[src/rtl/div_pkg.sv]
// Shared types and constants for the sequential restoring divider.
package div_pkg;

  // Controller states.
  typedef enum logic [1:0] {
    IDLE = 2'd0,
    CALC = 2'd1,
    FIX  = 2'd2,
    DONE = 2'd3
  } state_t;

  // Widest operand the constant helpers can describe.
  localparam int MAX_W = 64;

  // Iteration counter width. It holds WIDTH-1 at most.
  function automatic int cnt_width(input int width);
    return $clog2(width);
  endfunction

  // Divide-by-zero quotient: all ones in the low 'width' bits.
  function automatic logic [MAX_W-1:0] dz_quotient(input int width);
    return {MAX_W{1'b1}} >> (MAX_W - width);
  endfunction

  // Signed overflow quotient: the most negative value, 100..0.
  function automatic logic [MAX_W-1:0] ovf_quotient(input int width);
    return {{(MAX_W-1){1'b0}}, 1'b1} << (width - 1);
  endfunction

endpackage

[src/rtl/div_step.sv]
// One combinational restoring-division iteration: shift the next dividend
// bit into the partial remainder, then trial-subtract the divisor.
module div_step #(
  parameter int WIDTH = 8
) (
  input  logic [WIDTH-1:0] rem,
  input  logic             shift_in,
  input  logic [WIDTH-1:0] divisor,
  output logic [WIDTH-1:0] rem_next,
  output logic             q_bit
);

  logic [WIDTH:0] trial;

  // Trial subtraction at WIDTH+1 bits. The shifted remainder can need the
  // extra bit, and trial[WIDTH] is the borrow (negative) indicator.
  // NOTE: every signal written in always_comb is assigned on every path, so no latch is inferred.
  always_comb begin
    trial    = {rem, shift_in} - {1'b0, divisor};
    q_bit    = ~trial[WIDTH];
    rem_next = q_bit ? trial[WIDTH-1:0] : {rem[WIDTH-2:0], shift_in};
  end

endmodule

[src/rtl/div_seq.sv]
// Multi-cycle restoring integer divider with a start/done handshake.
// Produces one quotient bit per clock and flags divide-by-zero and signed
// overflow.
// Optional feature: define DIV_SIGNED_EN to honour signed_op (two's-complement
// divide). Without it, every operation is unsigned and ovf stays 0.
module div_seq
  import div_pkg::*;
#(
  parameter int WIDTH = 8
) (
  input  logic             clk,
  input  logic             rst,
  input  logic             start,
  input  logic             signed_op,
  input  logic [WIDTH-1:0] dividend,
  input  logic [WIDTH-1:0] divisor,
  output logic             busy,
  output logic             done,
  output logic [WIDTH-1:0] quotient,
  output logic [WIDTH-1:0] remainder,
  output logic             dzf,
  output logic             ovf
);

  localparam int               CW      = cnt_width(WIDTH);
  localparam logic [WIDTH-1:0] DZ_Q    = WIDTH'(dz_quotient(WIDTH));
  localparam logic [WIDTH-1:0] MIN_NEG = WIDTH'(ovf_quotient(WIDTH));

  state_t           state, state_nx;
  logic [CW-1:0]    cnt;
  logic [WIDTH-1:0] quo_sh;   // dividend bits shift out, quotient bits shift in
  logic [WIDTH-1:0] rem_q;
  logic [WIDTH-1:0] dvs_q;
  logic [WIDTH-1:0] rem_step;
  logic             q_bit;
  logic             accept, is_dz, is_ovf;
  logic [WIDTH-1:0] dvd_mag, dvs_mag;
  logic [WIDTH-1:0] quo_fix, rem_fix;

  assign accept = start && (state == IDLE || state == DONE);
  assign is_dz  = (divisor == '0);

`ifdef DIV_SIGNED_EN
  logic dvd_neg, dvs_neg;
  logic neg_q, neg_r;

  assign dvd_neg = signed_op & dividend[WIDTH-1];
  assign dvs_neg = signed_op & divisor[WIDTH-1];
  assign dvd_mag = dvd_neg ? -dividend : dividend;
  assign dvs_mag = dvs_neg ? -divisor : divisor;
  assign is_ovf  = signed_op && (dividend == MIN_NEG) && (divisor == '1);
  // Truncating division: quotient sign is the XOR, remainder follows dividend.
  assign quo_fix = neg_q ? -quo_sh : quo_sh;
  assign rem_fix = neg_r ? -rem_q : rem_q;

  // Latch the sign bookkeeping and the overflow flag on an accepted start.
  always_ff @(posedge clk or posedge rst) begin
    if (rst) begin
      neg_q <= 1'b0;
      neg_r <= 1'b0;
      ovf   <= 1'b0;
    end else if (accept) begin
      neg_q <= dvd_neg ^ dvs_neg;
      neg_r <= dvd_neg;
      ovf   <= is_ovf;
    end
  end
`else
  logic unused_signed_op;

  assign unused_signed_op = signed_op;
  assign dvd_mag = dividend;
  assign dvs_mag = divisor;
  assign is_ovf  = 1'b0;
  assign quo_fix = quo_sh;
  assign rem_fix = rem_q;
  assign ovf     = 1'b0;
`endif

  div_step #(.WIDTH(WIDTH)) u_step (
    .rem      (rem_q),
    .shift_in (quo_sh[WIDTH-1]),
    .divisor  (dvs_q),
    .rem_next (rem_step),
    .q_bit    (q_bit)
  );

  // State register.
  // NOTE: sequential state uses non-blocking assignments so every register samples pre-edge values.
  always_ff @(posedge clk or posedge rst) begin
    if (rst) state <= IDLE;
    else     state <= state_nx;
  end

  // Next-state logic; special cases skip CALC and FIX entirely.
  always_comb begin
    state_nx = state;
    unique case (state)
      IDLE, DONE: state_nx = start ? ((is_dz || is_ovf) ? DONE : CALC) : IDLE;
      CALC:       if (cnt == '0) state_nx = FIX;
      FIX:        state_nx = DONE;
    endcase
  end

  // Handshake outputs decoded from the state.
  always_comb begin
    busy = 1'b0;
    done = 1'b0;
    unique case (state)
      CALC, FIX: busy = 1'b1;
      DONE:      done = 1'b1;
      default:   ;
    endcase
  end

  // Datapath: load on accept, iterate in CALC, publish results in FIX.
  always_ff @(posedge clk or posedge rst) begin
    if (rst) begin
      cnt       <= '0;
      quo_sh    <= '0;
      rem_q     <= '0;
      dvs_q     <= '0;
      quotient  <= '0;
      remainder <= '0;
      dzf       <= 1'b0;
    end else if (accept) begin
      cnt    <= CW'(WIDTH - 1);
      quo_sh <= dvd_mag;
      rem_q  <= '0;
      dvs_q  <= dvs_mag;
      dzf    <= is_dz;
      if (is_dz) begin
        quotient  <= DZ_Q;
        remainder <= dividend;
      end else if (is_ovf) begin
        quotient  <= MIN_NEG;
        remainder <= '0;
      end
    end else if (state == CALC) begin
      quo_sh <= {quo_sh[WIDTH-2:0], q_bit};
      rem_q  <= rem_step;
      cnt    <= cnt - CW'(1);
    end else if (state == FIX) begin
      quotient  <= quo_fix;
      remainder <= rem_fix;
    end
  end

endmodule
[config.mk]
export PLATFORM = sky130hd
export DESIGN_NAME = div_seq
export DESIGN_NICKNAME = d
export VERILOG_FILES = /design/src/rtl/div_pkg.sv /design/src/rtl/div_step.sv /design/src/rtl/div_seq.sv
export SDC_FILE = /design/constraint.sdc
export NUM_CORES = 1
export LEC_CHECK = 0
export ABC_CLOCK_PERIOD_IN_PS = 2650
export BUFFER_PORTS_ARGS = -buffer_cell sky130_fd_sc_hd__buf_4
export CAP_MARGIN = 10
export CORE_MARGIN = 5
export CORE_UTILIZATION = 55
export DETAILED_ROUTE_END_ITERATION = 16
export PLACE_DENSITY = 0.86
export SLEW_MARGIN = 15
export SYNTH_ARGS = -nofsm -noshare
export SYNTH_HDL_FRONTEND = slang
export SYNTH_SLANG_ARGS = --single-unit
[constraint.sdc]
create_clock -name clk -period 2.65 [get_ports clk]
set_input_delay 0.53 -clock clk [delete_from_list [all_inputs] [get_ports clk]]
set_output_delay 0.53 -clock clk [all_outputs]
set_load 0.01 [all_outputs]
==> results.env, run 1 <==
RUN_STATUS='finished, final reports clean'
WORST_SETUP_PATH_STARTPOINT='quo_fix[7]$_DFFE_PP0P_'
MOST_USED_FLIP_FLOP_CELL_AFTER_SYNTHESIS='sky130_fd_sc_hd__dfrtp_1'
CORE-AREA_UM2=4410
CPMOSTUSEDCELL='sky130_fd_sc_hd__inv_1'
FIN_SKEW_NS=0.00306
IOS=40
CRITICAL_PATH.N_BUFFERS_INVERTERS=3
MAX-CLOCK-PATH-BUFFERS=2
CLK_PIN_SLEW_NS=0.09
GRT_PASS1_WL_UM=9690
SYNTHESIS.AREA_UM2=2520
ASYNC_FLOP_SHARE=1.00
VIAS=2063
PLACE_HPWL_UM=4080
FIRST_ITER_VIOLATIONS=165
WORSTPATHARRIVAL_NS=2.69
WIRELENGTH_UM=5560
FIN_WORST_HOLD_SLACK_NS=0.372
CRITPATHMAXFANOUT=13
ANT_NETS=0
SYNTH.LIB_CELLS_USED.DISTINCT=42
WORSTSETUPENDPOINT='rem_fix[5]$_DFFE_PP0P_'
TRITONCTS='done'
PATH_CELLS='inv_1, ha_1, inv_1, fa_2, a211oi_4, o211ai_2, a221oi_4, buf_12, o21ai_0, a31o_2'
R2R_SETUP_SLACK_NS=0.16
R2R.WORST_PATH.CELLS=10
IRDROPWORSTVDD_V=0.000632
SLOWEST_DELAY_NS=0.40
SUM_OF_NEGATIVE_SETUP_SLACK_NS=0
GRT_USAGE=0.194
SLEW-LIMIT-HEADROOM=0.615
FP.DIEH_UM=77.7
MAX-CAP-VIOLATIONS=0
FLOW.AREA_GROWTH_FROM_SYNTHESIS_PCT=17.1
SYNTH_ENABLE_FLOP_CELLS=0
ANTENNA_CELLS_INSERTED=0
POWER_LEAKAGE_nW=1.36
CRITICAL_PATH_CELL_COUNT=10
CLOCK-ROOT-BUFFER='sky130_fd_sc_hd__clkbuf_8'
SYNTH.YOSYS.SEQ_AREA_SHARE=0.456
CTS-BUFFERS-INSERTED=5
REGTOREGENDPOINT='rem_fix[5]$_DFFE_PP0P_'
RR_STARTPOINT='quo_fix[7]$_DFFE_PP0P_'
POST-ROUTE-PERIOD-UTIL=0.941
NET_COUNT_AFTER_SYNTHESIS=312
NUMBER_OF_NETS_IN_THE_FINAL_LAYOUT=347
GRT_MAX_DEGREE=47
UTILIZATION=0.669
TYPE_OF_THE_TIGHTEST_MIN_DELAY_CHECK='input pin to asynchronous set/reset pin'
VIASPERCELL=5.64
GRT.OVERFLOW.TOTAL=0
FINALHOLDVIOLCOUNT=0
YS_SEQ_ELEMENTS=46
DETAILEDROUTE.FIRSTPASSITERATIONCOUNT=4
GP_CONGESTION=0.825
CRIT_REQUIRED_NS=2.84
CLOCK-SINKS=46
CRITICAL_PATH.STARTPOINT_TYPE='register'
SETUP_REPAIR_AFTER_GLOBAL_ROUTING_MISSED_ITS_MARGIN='false'
CP_SLOWEST_CELL='sky130_fd_sc_hd__dfrtp_1'
YS_WARN_COUNT=0
FLOORPLAN.ROWS=24
DRT-WIRELENGTH-PER-CELL_UM=15.2
FINALMAXSLEWVIOLATIONS=0
CRIT_END_CATEGORY='register'
PORTBUFFERS=37
CTS.HTREE.LEVELS=2
FIN_CRIT_NS=2.49
INITIAL_UTILIZATION=0.572
FLOORPLAN.DIE_AREA_UM2=6040
WORST_SLEW_PIN_SLEW_NS=0.578
FLOORPLAN.DIE.WIDTH_UM=77.7
SYN-INSTANCE-COUNT=278
CP_TOP_FAMILY='compound AO/OA/AOI/OAI gates'
DRCVIOLATIONCOUNT=0
SETUP_VIOLATIONS=0
CLK_LATENCY_NS=0.30
HOLD_BUFFERS=0
CLOCK.FMAX_MHz=401
GRT_ANTENNA_BEFORE_REPAIR=0
PATH_CLASS='register to register'
FIRST_GLOBAL_VIAS=2102
PROPORTION_OF_LAYOUT_CELLS_WITH_A_DRIVE_SUFFIX_ABOVE_1=0.188
SYN-MEAN-INSTANCE-AREA_UM2=9.08
POWER_DENSITY_nW_PER_UM2=1440
==> final cells by class <==
type / count / area (um^2)
Inverter: 20 / 75.1
Tap cell: 52 / 65.1
Fill cell: 342 / 1460
Sequential cell: 46 / 1150
Timing Repair Buffer: 45 / 350
Clock buffer: 6 / 72.6
Clock inverter: 2 / 13.8
Multi-Input combinational cell: 195 / 1230
==> Yosys cell counts, types with 2 or more instances <==
library cell | n | area share
sky130_fd_sc_hd__o21ai_0 | 23 | 0.046
sky130_fd_sc_hd__nand3_1 | 6 | 0.012
sky130_fd_sc_hd__dfrtp_1 | 46 | 0.46
sky130_fd_sc_hd__buf_2 | 2 | 0.0040
sky130_fd_sc_hd__ha_1 | 13 | 0.064
sky130_fd_sc_hd__o211ai_1 | 3 | 0.0089
sky130_fd_sc_hd__nand4_1 | 2 | 0.0050
sky130_fd_sc_hd__mux2i_1 | 14 | 0.056
sky130_fd_sc_hd__nand3b_1 | 3 | 0.0089
sky130_fd_sc_hd__a21oi_1 | 20 | 0.040
sky130_fd_sc_hd__nand2b_1 | 2 | 0.0050
sky130_fd_sc_hd__a211oi_1 | 3 | 0.0089
sky130_fd_sc_hd__clkbuf_1 | 12 | 0.018
sky130_fd_sc_hd__inv_1 | 20 | 0.030
sky130_fd_sc_hd__a31oi_1 | 10 | 0.025
sky130_fd_sc_hd__nand2_1 | 36 | 0.054
sky130_fd_sc_hd__xor2_1 | 3 | 0.010
sky130_fd_sc_hd__nor3_1 | 4 | 0.0079
sky130_fd_sc_hd__nor2_1 | 31 | 0.046
sky130_fd_sc_hd__xnor2_1 | 2 | 0.0069
sky130_fd_sc_hd__nand4b_1 | 2 | 0.0069
==> where the power goes <==
| group | internal, mW | total, mW | switching (mW) |
|---|---|---|---|
| combinational | 1.13 | 2.57 | 1.45 |
| sequential | 1.03 | 1.24 | 0.212 |
| clock | 0.187 | 0.429 | 0.242 |
==> flip-flops by register name (all words and copies together) (netlist names) <==
signal     cells
dzf            1
remainder      8
quotient       8
dvs_q          8
state          2
cnt            3
rem_fix        8
quo_fix        8
==> layout by cell type, fill, tap and decap left out, types with 2 or more instances in the layout <==
cell type,n
sky130_fd_sc_hd__xnor2_1,2
sky130_fd_sc_hd__ha_1,13
sky130_fd_sc_hd__buf_4,44
sky130_fd_sc_hd__nand2_1,36
sky130_fd_sc_hd__o21ai_0,23
sky130_fd_sc_hd__nand3_1,6
sky130_fd_sc_hd__inv_1,19
sky130_fd_sc_hd__clkbuf_8,5
sky130_fd_sc_hd__nand3b_1,3
sky130_fd_sc_hd__dfrtp_1,46
sky130_fd_sc_hd__a21oi_2,2
sky130_fd_sc_hd__a21oi_1,19
sky130_fd_sc_hd__nand4b_1,2
sky130_fd_sc_hd__mux2i_1,14
sky130_fd_sc_hd__nor3_1,4
sky130_fd_sc_hd__xor2_1,3
sky130_fd_sc_hd__nand4_1,2
sky130_fd_sc_hd__o211ai_1,3
sky130_fd_sc_hd__a211oi_1,3
sky130_fd_sc_hd__nand2b_1,2
sky130_fd_sc_hd__nor2_1,31
sky130_fd_sc_hd__a31oi_1,10
==> per-stage QoR <==
step	std cells	area (um^2)	setup WS [ns]	total power [mW]
final	366	2950	0.156	4.24
after global routing	366	2950	0.0421	4.63
after CTS	365	2940	0.0572	4.23
after detailed placement	357	2860	0.0741	3.79
after global placement	357	2860	0.154	3.68
after floorplan	278	2520	0.275	3.06
==> kinds of logic (layout without fill, tap and decap cells) <==
kind of cell,after synthesis,in the layout,synth area share
compound gates,71,71,0.181
fa+ha+maj,14,14,0.0724
flops,46,46,0.456
simple gates,90,90,0.155
xor+xnor,5,5,0.0174
buf+inv,37,73,0.0605
mux,14,14,0.0555
other cells,1,1,0.00149
==> worst min-delay path by stage <==
stage                         start                        to
2_1_floorplan  dvs_q[0]$_DFFE_PP0P_      dvs_q[0]$_DFFE_PP0P_
3_3_place_gp        dzf$_DFFE_PP0P_           dzf$_DFFE_PP0P_
3_5_place_dp        dzf$_DFFE_PP0P_           dzf$_DFFE_PP0P_
4_1_cts                         rst  remainder[5]$_DFFE_PP0P_
5_1_grt                         rst  remainder[5]$_DFFE_PP0P_
6_report                        rst    quo_fix[5]$_DFFE_PP0P_
==> routing by layer <==
metal,share of wire,GRT usage
met4,0.015,0.0601
met3,0.054,0.0475
met1,0.42,0.246
met5,0,0
met2,0.51,0.324
==> repair_timing <==
item | in CTS | in global routing
endpoints found under the setup margin | 0 | 5
resized for setup | 0 | 1
setup buffers | 0 | 1
==> worst reg2reg max path, cell delays in order, from the launching register on <==
cell                       delay, ns
sky130_fd_sc_hd__dfrtp_1        0.40
sky130_fd_sc_hd__inv_1          0.08
sky130_fd_sc_hd__ha_1           0.17
sky130_fd_sc_hd__inv_1          0.07
sky130_fd_sc_hd__fa_2           0.38
sky130_fd_sc_hd__a211oi_4       0.33
sky130_fd_sc_hd__o211ai_2       0.15
sky130_fd_sc_hd__a221oi_4       0.33
sky130_fd_sc_hd__buf_12         0.18
sky130_fd_sc_hd__o21ai_0        0.09
sky130_fd_sc_hd__a31o_2         0.21
No activity file was read; power rests on OpenSTA's default activity.
==> inputs of run 2 (changes only) <==
CORE_UTILIZATION = 50   (was 55)
PLACE_DENSITY = 0.8   (was 0.86)
==> run 2 against run 1 <==
Effect of this change:
- first-iteration DRC count down 32%
- largest cell class unchanged
- critical path type unchanged
- sequential power is essentially flat
- die area increased by 8.7%
- clock skew grew 0.0011 ns
- largest power group unchanged
- cell count grew 4.1%
==> results.env, run 2 (synthesis results as in run 1) <==
CLOCK.FMAX_MHz=398  # -0.72%
SLOWEST_DELAY_NS=0.41  # about the same
CLOCKPOWERSHARE=0.120  # +0.019
RUN_STATUS='finished, final reports clean'
INTPOWER_mW=2.43  # +3.7%
FINALMAXSLEWVIOLATIONS=0  # unchanged
FIN_CRIT_NS=2.51  # +0.0182 ns
FIN_SKEW_NS=0.00416  # +0.00110 ns
GRT_ANTENNA_BEFORE_REPAIR=0  # unchanged
VIAS=2055  # -0.39%
TYPE_OF_THE_TIGHTEST_MIN_DELAY_CHECK='input pin to asynchronous set/reset pin'
GRT.MET2_USAGE=0.312  # -0.0119
FP.DIEH_UM=81.0  # +4.3%
WIRELENGTH_UM=5560  # about the same
PATH_CELLS='inv_1, ha_1, inv_1, fa_2, a211oi_4, o211ai_2, a221oi_4, buf_12, mux2i_1, a21oi_1'
NETSWITCHINGPOWER_mW=1.91  # +0.47%
POWER_LEAKAGE_nW=1.37  # +0.44%
MAX-CAP-VIOLATIONS=0  # unchanged
CPMOSTUSEDCELL='sky130_fd_sc_hd__inv_1'
ANTENNA_CELLS_INSERTED=0  # unchanged
DRCVIOLATIONCOUNT=0  # unchanged
SLEW-LIMIT-HEADROOM=0.587  # -0.0278
SETUP_VIOLATIONS=0  # unchanged
FLOORPLAN.DIE_AREA_UM2=6570  # +8.7%
GRT.MET3_USAGE=0.0432  # -0.00422
R2R.WORST_PATH.CELLS=10  # unchanged
IOS=40  # unchanged
CRIT_REQUIRED_NS=2.83  # about the same
CLOCK-SINKS=46  # unchanged
WORST_SLACK_NS=0.137  # -0.0182 ns
CLK_LATENCY_NS=0.29  # about the same
COMB_POWER_SHARE=0.593  # -0.013
PATH_CLASS='register to register'
CRITICAL_PATH_CELL_COUNT=10  # unchanged
WORSTPATHARRIVAL_NS=2.69  # about the same
FIRST_GLOBAL_VIAS=2030  # -3.4%
NUMBER_OF_NETS_IN_THE_FINAL_LAYOUT=347  # unchanged
CLK_PIN_SLEW_NS=0.09  # about the same
INITIAL_UTILIZATION=0.524  # -0.0478
CLOCK-ROOT-BUFFER='sky130_fd_sc_hd__clkbuf_8'
CRITPATHMAXFANOUT=13  # unchanged
GRT_PASS1_WL_UM=9540  # -1.6%
VIASPERCELL=5.39  # -4.3%
WORST_SLEW_PIN_SLEW_NS=0.620  # +0.0417 ns
TRITONCTS='done'
CTS.HTREE.LEVELS=2  # unchanged
FLOORPLAN.ROWS=25  # +4.2%
FIRST_ITER_VIOLATIONS=113  # -32%
GP_CONGESTION=0.821  # -0.44%
GRT.BUSIEST_LAYER='met2'
CP_SLOWEST_CELL='sky130_fd_sc_hd__dfrtp_1'
IRDROPWORSTVDD_V=0.000618  # -2.2%
PORTBUFFERS=37  # unchanged
GRT_UTIL_MET1=0.252  # +0.00514
ANT_NETS=0  # unchanged
POWER_DENSITY_nW_PER_UM2=1450  # +0.80%
POST-ROUTE-PERIOD-UTIL=0.948  # +0.00687
PRE_CTS_SLACK_NS=0.0637  # -0.0104 ns
SETUP_REPAIR_AFTER_GLOBAL_ROUTING_MISSED_ITS_MARGIN='false'
GRT.OVERFLOW.TOTAL=0  # unchanged
CTS-BUFFERS-INSERTED=5  # unchanged
MOST-COMMON-LAYOUT-CELLS='sky130_fd_sc_hd__dfrtp_1, sky130_fd_sc_hd__buf_4, sky130_fd_sc_hd__nand2_1'
FLOORPLAN.DIE.WIDTH_UM=81.0  # +4.3%
CRIT_END_CATEGORY='register'
CP_TOP_FAMILY='compound AO/OA/AOI/OAI gates'
LAYOUT_COMMONEST_CELL='sky130_fd_sc_hd__dfrtp_1'
DETAILEDROUTE.FIRSTPASSITERATIONCOUNT=4  # unchanged
SEQUENTIAL_SHARE_OF_POWER=0.287  # -0.006
HOLD_BUFFERS=0  # unchanged
GRT_MAX_DEGREE=42  # -11%
SUM_OF_NEGATIVE_SETUP_SLACK_NS=0  # unchanged
FINALHOLDVIOLCOUNT=0  # unchanged
FLOW.AREA_GROWTH_FROM_SYNTHESIS_PCT=18.7
GRT_USAGE=0.189  # -0.00497
CRITICAL_PATH.STARTPOINT_TYPE='register'
CRITICAL_PATH.N_BUFFERS_INVERTERS=3  # unchanged
DRT-WIRELENGTH-PER-CELL_UM=14.6  # -4.0%
MAX-CLOCK-PATH-BUFFERS=2  # unchanged
PROPORTION_OF_LAYOUT_CELLS_WITH_A_DRIVE_SUFFIX_ABOVE_1=0.188  # unchanged
SWSHARE=0.440  # -0.00782
PLACE_HPWL_UM=4130  # +1.4%
CORE-AREA_UM2=4820  # +9.1%
==> run 2: final timing paths <==
kind | to | slack, ns | from
setup / recovery | rem_fix[1]$_DFFE_PP0P_ | 0.14 | quo_fix[7]$_DFFE_PP0P_
hold / removal | remainder[5]$_DFFE_PP0P_ | 0.23 | rst
setup reg to reg | rem_fix[1]$_DFFE_PP0P_ | 0.14 | quo_fix[7]$_DFFE_PP0P_
hold reg to reg | dzf$_DFFE_PP0P_ | 0.49 | dzf$_DFFE_PP0P_
max in group asynchronous | dvs_q[7]$_DFFE_PP0P_ | 1.82 | rst
min in group clk | dvs_q[7]$_DFFE_PP0P_ | 0.45 | divisor[7]
==> run 2: what timing repair did <==
action                     CTS  global route
resized for setup            0             1
setup endpoints to repair    0             8
setup buffers                0             1
==> run 2: through the flow <==
| stage | util | total power [mW] | instance area (um^2) | hold slack (ns) | cells |
|---|---|---|---|---|---|
| 6_report | 0.622 | 4.34 | 3000 | 0.228 | 381 |
| 2_1_floorplan | - | 3.06 | 2520 | 0.452 | 278 |
| 5_1_grt | 0.622 | 4.74 | 3000 | 0.242 | 381 |
| 4_1_cts | 0.620 | 4.33 | 2990 | 0.236 | 380 |
| 3_5_place_dp | 0.597 | 3.79 | 2880 | 0.468 | 372 |
| 3_3_place_gp | 0.597 | 3.68 | 2880 | 0.461 | 372 |
==> run 2: per-layer routing <==
layer  up-vias  share of wire
li1       1028              -
met1       973           0.46
met2        45           0.49
met3         9          0.038
met4         0          0.010
met5         -              0
==> run 2: power by group through the flow <==
stage / Clock (mW) / Sequential [mW] / Combinational [mW]
2_1_floorplan: 0 / 1.26 / 1.80
3_3_place_gp: 0 / 1.24 / 2.44
3_5_place_dp: 0 / 1.26 / 2.53
4_1_cts: 0.529 / 1.25 / 2.55
5_1_grt: 0.562 / 1.29 / 2.89
6_report: 0.519 / 1.25 / 2.57
==> run 2: worst register-to-register path: cells and delay by family, from the launching register on <==
kind / cells / cell delay (ns)
DFF: 1 / 0.41
AOI/OAI and AO/OA: 4 / 0.90
muxes: 1 / 0.22
buffers and inverters: 3 / 0.33
adders and majority gates: 2 / 0.55
==> run 2: cell type report <==
cell class | count | area, um^2
well taps | 67 | 83.8
fillers | 423 | 1820
multi-input cells | 195 | 1230
flip-flops and latches | 46 | 1150
inverters | 20 | 75.1
repair buffers | 45 | 350
clock inverters | 2 | 37.5
clock buffers | 6 | 72.6
